`config.mk`:
```
export PLATFORM = sky130hd
export DESIGN_NAME = muldiv_sched
export DESIGN_NICKNAME = d
export VERILOG_FILES = /design/src/rtl/muldiv_sched.sv
export SDC_FILE = /design/constraint.sdc
export NUM_CORES = 1
export LEC_CHECK = 0
export BUFFER_PORTS_ARGS = -buffer_cell sky130_fd_sc_hd__buf_2
export CAP_MARGIN = 20
export CORE_AREA = 2 2 155 157
export CTS_CLUSTER_SIZE = 16
export DETAILED_ROUTE_END_ITERATION = 12
export DIE_AREA = 0 0 157 159
export HOLD_SLACK_MARGIN = 0.05
export PLACE_DENSITY = 0.68
export SYNTH_ARGS = -nofsm -noshare
export SYNTH_HDL_FRONTEND = slang
export SYNTH_SLANG_ARGS = --single-unit
```
`constraint.sdc`:
```
create_clock -name clk -period 1.8 [get_ports clk]
set_clock_uncertainty 0.05 [all_clocks]
set_input_delay 0.27 -clock clk [delete_from_list [all_inputs] [get_ports clk]]
set_output_delay 0.27 -clock clk [all_outputs]
set_load 0.1 [all_outputs]
```
`src/rtl/muldiv_sched.sv`:
```
// Sequencer between EXE and the shared multiply/divide units: one request in flight,
// a single begin pulse, end-strobe or timeout capture, and a held result until acked.
module muldiv_sched #(
    parameter int TIMEOUT = 64,
    parameter int CNT_W   = 7
) (
    input  logic        clk,
    input  logic        resetn,
    input  logic        op_valid,
    input  logic [1:0]  op_type,
    input  logic [31:0] op_src1,
    input  logic [31:0] op_src2,
    output logic        op_ready,
    input  logic        op_cancel,
    output logic        res_valid,
    output logic [31:0] res_hi,
    output logic [31:0] res_lo,
    output logic        res_err,
    input  logic        res_ack,
    output logic        mult_begin,
    output logic [31:0] mult_op1,
    output logic [31:0] mult_op2,
    input  logic        mult_end,
    input  logic [63:0] product,
    output logic        div_begin,
    output logic [31:0] div_op1,
    output logic [31:0] div_op2,
    input  logic        div_end,
    input  logic [31:0] quotient,
    input  logic [31:0] remainder,
    output logic        busy
);

    typedef enum logic [2:0] {IDLE, ISSUE, WAIT, DONE, DRAIN} state_t;

    localparam logic [1:0]       OP_MULT  = 2'b01;
    localparam logic [1:0]       OP_DIV   = 2'b10;
    // The increment out of this value is the one that reaches TIMEOUT.
    localparam logic [CNT_W-1:0] CNT_LAST = CNT_W'(TIMEOUT - 1);

    state_t           state;
    logic [1:0]       type_q;
    logic [31:0]      op1_q;
    logic [31:0]      op2_q;
    logic [CNT_W-1:0] cnt;

    logic        is_mult;
    logic        end_hit;
    logic        expired;
    logic        accept;
    logic        div_zero;
    logic [31:0] unit_hi;
    logic [31:0] unit_lo;

    assign is_mult  = (type_q == OP_MULT);
    assign end_hit  = is_mult ? mult_end : div_end;
    assign expired  = (cnt == CNT_LAST);
    assign accept   = op_valid && !op_cancel && (op_type != 2'b00);
    assign div_zero = (op_type != OP_MULT) && (op_src2 == 32'd0);
    assign unit_hi  = is_mult ? product[63:32] : ((type_q == OP_DIV) ? quotient : remainder);
    assign unit_lo  = is_mult ? product[31:0] : remainder;

    assign op_ready = (state == IDLE);
    assign busy     = (state != IDLE);
    assign mult_op1 = op1_q;
    assign mult_op2 = op2_q;
    assign div_op1  = op1_q;
    assign div_op2  = op2_q;

    always_ff @(posedge clk or negedge resetn) begin
        if (!resetn) begin
            state      <= IDLE;
            type_q     <= 2'b00;
            op1_q      <= 32'd0;
            op2_q      <= 32'd0;
            cnt        <= '0;
            res_valid  <= 1'b0;
            res_err    <= 1'b0;
            res_hi     <= 32'd0;
            res_lo     <= 32'd0;
            mult_begin <= 1'b0;
            div_begin  <= 1'b0;
        end else begin
            mult_begin <= 1'b0;
            div_begin  <= 1'b0;
            case (state)
                IDLE: begin
                    if (accept) begin
                        type_q <= op_type;
                        op1_q  <= op_src1;
                        op2_q  <= op_src2;
                        if (div_zero) begin
                            state     <= DONE;
                            res_valid <= 1'b1;
                            res_err   <= 1'b0;
                            res_hi    <= (op_type == OP_DIV) ? 32'hFFFF_FFFF : op_src1;
                            res_lo    <= op_src1;
                        end else begin
                            state      <= ISSUE;
                            mult_begin <= (op_type == OP_MULT);
                            div_begin  <= (op_type != OP_MULT);
                        end
                    end
                end
                ISSUE: begin
                    cnt   <= '0;
                    state <= op_cancel ? DRAIN : WAIT;
                end
                WAIT: begin
                    cnt <= cnt + 1'b1;
                    if (op_cancel) begin
                        // A unit that has already finished or given up leaves nothing to drain.
                        state <= (end_hit || expired) ? IDLE : DRAIN;
                    end else if (end_hit) begin
                        state     <= DONE;
                        res_valid <= 1'b1;
                        res_err   <= 1'b0;
                        res_hi    <= unit_hi;
                        res_lo    <= unit_lo;
                    end else if (expired) begin
                        state     <= DONE;
                        res_valid <= 1'b1;
                        res_err   <= 1'b1;
                        res_hi    <= 32'd0;
                        res_lo    <= 32'd0;
                    end
                end
                DONE: begin
                    if (res_ack || op_cancel) begin
                        state     <= IDLE;
                        res_valid <= 1'b0;
                        res_err   <= 1'b0;
                    end
                end
                DRAIN: begin
                    cnt <= cnt + 1'b1;
                    if (end_hit || expired) state <= IDLE;
                end
                default: state <= IDLE;
            endcase
        end
    end

endmodule

```
# ---- Word-level counts from Yosys, hierarchy flattened
# Cells that the tools add are included.
dict set report classes {
  reduce_logical 18
  n_mul 0
  n_div 0
  n_eq_ne 17
  addsub 1
  mux 45
  order_cmp 0
  bitwise_logic 0
  n_shift 0
}
# op count
set op_table {}
lappend op_table {{two-way mux 32 bit} 13}
lappend op_table {{case mux 32 bit (2 select lines)} 2}
lappend op_table {{zero test 32 bit} 1}
lappend op_table {{two-way mux 3 bit} 8}
lappend op_table {{two-way mux 1 bit} 17}
lappend op_table {{case mux 3 bit (5 select lines)} 1}
lappend op_table {{case mux 7 bit (2 select lines)} 1}
lappend op_table {{adder 7 x 1 -> 7 bit, second input constant} 1}
lappend op_table {{== test 7 x 6 -> 1 bit, second input constant} 1}
lappend op_table {{== test 3 x 2 -> 1 bit, second input constant} 2}
lappend op_table {{!= test 2 x 1 -> 1 bit, second input constant} 3}
lappend op_table {{!= test 2 bit, second input constant} 3}
lappend op_table {{case mux 1 bit (3 select lines)} 2}
lappend op_table {{AND reduction 6 bit} 1}
lappend op_table {{nonzero test 2 bit} 3}
lappend op_table {{nonzero test 3 bit} 2}
lappend op_table {{AND reduction 5 bit} 1}
lappend op_table {{== test 2 x 1 -> 1 bit, second input constant} 2}
lappend op_table {{== test 2 bit, second input constant} 2}
lappend op_table {{!= test 4 bit, second input constant} 1}
lappend op_table {{AND reduction 4 bit} 1}
lappend op_table {{== test 3 x 1 -> 1 bit, second input constant} 1}
lappend op_table {{== test 3 bit, second input constant} 1}
lappend op_table {{logical AND 1 bit} 3}
lappend op_table {{other kinds (7)} 8}
dict set report totals {
  latchBits 0
  regBits 144
  out_inout_bits 198
  elab_cells 92
  n_memories 0
  ramBits 0
  mem_bits_ro 0
  input_bits 201
}

# ---- Depth between registers and ports, before layout
dict set report logic_depth {
  ltp_word 6
  ltp_mapped 9
}

# ---- Worst setup path before layout
# OpenSTA, ideal clock, no wires.
dict set report synth_timing {
  path_type {register -> register}
  from {reg state[1]}
  to {reg op1_q[14] (netlist: div_op1[14])}
  setup_ps 128
  t_required_ps 1622
  path_slack_ps -324
  path_stages_with_launch 7
  t_arrival_ps 1946
  path_buffers 3
  path_cell_list {dfrtp_1 buf_2 or3_4 nor3_2 buf_4 buf_4 mux2_1}
}
dict set report synth_between {
  elab_chain_len 2
}
# item line_no
set synth_lines {}
lappend synth_lines {{start: declaration} 41} ;# state_t state;
lappend synth_lines {{start signal: assignment} 107} ;# state <= op_cancel ? DRAIN : WAIT;
lappend synth_lines {{start signal: assignment} 113} ;# state <= (end_hit || expired) ? IDLE : DRAIN;
lappend synth_lines {{zero test 3 bit} 86} ;# case (state)
lappend synth_lines {{AND reduction 2 bit (no line)} n/a}
lappend synth_lines {{end signal: assignment} 90} ;# op1_q <= op_src1;
lappend synth_lines {{end: declaration} 43} ;# logic [31:0] op1_q;
# No other way between the ends.
# A chain may end at the register's enable or synchronous reset.

# ---- Worst setup path after layout
dict set report layout_timing {
  from {reg type_q[1]}
  to {reg res_hi[19]}
}
dict set report layout_between {
  elab_chain_len 6
  elab_cells_between_ends 10
  classes_between {3 x eq/ne; 6 x mux; 1 x reduce/logical}
}
# item line_no
set layout_lines {}
lappend layout_lines {{start: declaration} 42} ;# logic [1:0] type_q;
lappend layout_lines {{start signal: assignment} 89} ;# type_q <= op_type;
lappend layout_lines {{== test 2 bit} 60} ;# assign unit_hi = is_mult ? product[63:32] : ((type_q == OP_DIV) ? quotient : remainder);
lappend layout_lines {{two-way mux 32 bit (2 in series)} 60}
lappend layout_lines {{two-way mux 32 bit} 114} ;# end else if (end_hit) begin
lappend layout_lines {{two-way mux 32 bit} 111} ;# if (op_cancel) begin
lappend layout_lines {{case mux 32 bit (2 select lines)} 86}
lappend layout_lines {{end signal: assignment} 96} ;# res_hi <= (op_type == OP_DIV) ? 32'hFFFF_FFFF : op_src1;
lappend layout_lines {{end signal: assignment} 118} ;# res_hi <= unit_hi;
lappend layout_lines {{end: declaration} 16} ;# output logic [31:0] res_hi,
# Several ways; a longest one is shown, not always the timed one. The select of a mux whose other input is x is not followed.

==> metrics.md <==
| Metric | Value |
|---|---|
| Status | finished with violations |
| Failing checks | setup timing |
| Worst path required time | 2.06 ns |
| Hold_sp | op_src1[0] |
| Post-synthesis sequential area ratio | 0.410 |
| FF-to-FF End | res_hi[19] |
| Fin. Hold Viols | 0 |
| Wire length per cell | 20.0 µm |
| DRT Wirelength | 31200 µm |
| Number of H-tree levels | 4 |
| Critical path class | flop to flop |
| CP Launch Type | flop |
| IO buf count | 398 |
| Overflow after GRT | 0 |
| Slew Limit Fails | 0 |
| Post-synth top area share | 0.410 |
| Total CTS buffers | 17 |
| Commonest non-fill, non-tap cell in the layout | buf_2 |
| Die H | 159 µm |
| Gpl congestion | 0.836 |
| Hold Path End | div_op1[0] |
| Crit end category | flop |
| Hold Crit Depth | 2 |
| Die X | 157 µm |
| Reg2Reg Depth | 6 |
| Most frequent cells in the layout | 395 x buf_2, 142 x dfrtp_1, 120 x mux2_4 |
| Yosys reg bits | 144 |
| Max-cap violations | 0 |
| Hold Path Class | input port to flop |
| Share of cells above drive strength 1 | 0.583 |
| Mapped Cells | 802 |
| Root buf cell | clkbuf_16 |
| First-pass GRT wire length | 45600 µm |
| Tmin final | 2.05 ns |
| Final Instance Area | 13000 µm² |
| Filler cells | 1980 |
| Antenna violations before repair | 4 |
| Final nets | 1426 |
| Pin count of the biggest net entering global routing | 52 |
| CTS Sinks | 144 |
| Starting density of the core | 0.379 |
| Crit path max fanout | 26 |
| Crit share post-route | 1.14 |
| Post-placement cell area | 11300 µm² |
| Placeable Area | 23200 µm² |
| Final setup viols | 135 |
| 1st-iter DRT viols | 471 |
| Area Growth Syn to Fin | 47.9% |
| Clk pin slew, worst setup/hold paths | 0.07 ns |
| Hpwl dp | 21400 µm |
| Worst-skew pair later-pin latency | 0.42 ns |
| FF-to-FF Start | type_q[1] |
| Routed Antenna Nets | 0 |
| Peak Freq | 488 MHz |
| Ys flop type | dfrtp_1 |
| Post-Syn Area | 8780 µm² |
| R2r setup slk | -0.25 ns |
| Synth cell types | 48 |
| Syn_nets | 1004 |
| Final WS setup | -0.247 ns |
| Worst hold slack | 0.0625 ns |
| Longest Clk Path Bufs | 2 |
| Residual DRC | 0 |
| Worst slew margin | 0.645 |
| Synth warn | 0 |
| Worst Max-Slew Pin Slew | 0.537 ns |
| Number of synthesized flops with an enable pin | 0 |
| RSZ-0062 raised after global routing | true |
| Vias in the first global route | 8092 |
| Synth Area per Inst | 11.0 µm² |
| Die ar. | 25000 µm² |
| Yosys top cell by area | dfrtp_1 |
| Gr usage total | 0.239 |
| Number of vias per cell | 5.19 |
| WP data arrival | 2.30 ns |
| Synth top area cells | dfrtp_1 41%, mux2_2 12%, mux2_4 8.4% |
| Ys async rst share | 1.00 |
| CTS tree | built |
| Num rows | 56 |
| First drt pass iteration count | 4 |
| Routed vias | 8074 |
| IO Count | 399 |
## logic make-up after synthesis
| kind of cell | count (synthesis) | share of synthesized area |
|---|---|---|
| mux | 228 | 0.305 |
| simple gates | 162 | 0.0818 |
| flops | 144 | 0.410 |
| compound gates | 136 | 0.107 |
| buf+inv | 131 | 0.0936 |
| fa+ha+maj | 1 | 0.00142 |
## synth_stat cells, drive strengths merged, types with 4 or more instances
cell     number
nand3         8
a31oi         4
o21ai        39
mux2        163
a21oi        11
dfrtp       144
nor4         11
mux2i        65
buf          97
o22ai         4
o31ai        32
nor2         11
clkbuf       31
nand2       113
o2111ai      32
nand2b        4
## registers in the layout (all words and copies together) (netlist names)
name / flops
cnt: 7
res_hi: 32
type_q: 2
div_begin: 1
res_lo: 32
mult_begin: 1
state: 3
div_op1: 32
res_valid: 1
res_err: 1
div_op2: 32
## per-stage QoR
step | setup WS, ns | TNS, ns | cells | utilization
finish | -0.247 | -21.38 | 1557 | 0.560
global route | -0.329 | -28.17 | 1557 | 0.560
CTS | -0.260 | -28.20 | 1550 | 0.553
detailed placement | -0.467 | -32.85 | 1471 | 0.487
global placement | -0.442 | -30.77 | 1471 | 0.487
floorplan | -0.236 | -22.67 | 802 | -
## how the worst max path moves through the flow
stage / startpoint / to / slack, ns / cells after the start
final: type_q[1] / res_hi[19] / -0.25 / 6
after global routing: type_q[1] / res_hi[19] / -0.33 / 6
after CTS: cnt[1] / res_hi[9] / -0.26 / 8
after detailed placement: op_src2[1] / res_hi[3] / -0.47 / 8
after global placement: op_src2[1] / res_hi[5] / -0.44 / 8
after floorplan: state[1] / div_op1[24] / -0.24 / 6
## what timing repair did
action                     CTS  global route
gates cloned                 9             4
gates resized for setup     62            43
setup endpoints to repair  134           139
hold endpoints to repair   141             1
hold buffers                27             1
setup buffers               12             7
pin swaps                    3             4
## metal layers
metal,share of wire,track usage,vias up
met3,0.063,0.0504,59
met4,0.030,0.0842,4
li1,-,-,3697
met1,0.40,0.282,3963
met5,0.00087,0,-
met2,0.51,0.425,351
## worst max-delay path, cell delays in order (launching register included)
cell and delay [ns]:
dfrtp_4 0.50, nor2b_4 0.17, mux2i_4 0.32, nand3_4 0.11, nand3_4 0.15, buf_12 0.25, mux2_2 0.36
## final cells by class
class                           instances  area [µm²]  share of cell area
Sequential cell                       144        3610               0.278
Clock buffer                           19         443              0.0341
Multi-Input combinational cell        527        4730               0.364
Tap cell                              319         399              0.0307
Timing Repair Buffer                  531        3580               0.276
Antenna cell                            2        5.00            0.000385
Clock inverter                         12         208              0.0160
Inverter                                3        13.8             0.00106
Power is left out: the tool's default activity adds up to more than one toggle a clock period on the data nets, which glitch-free logic cannot reach.
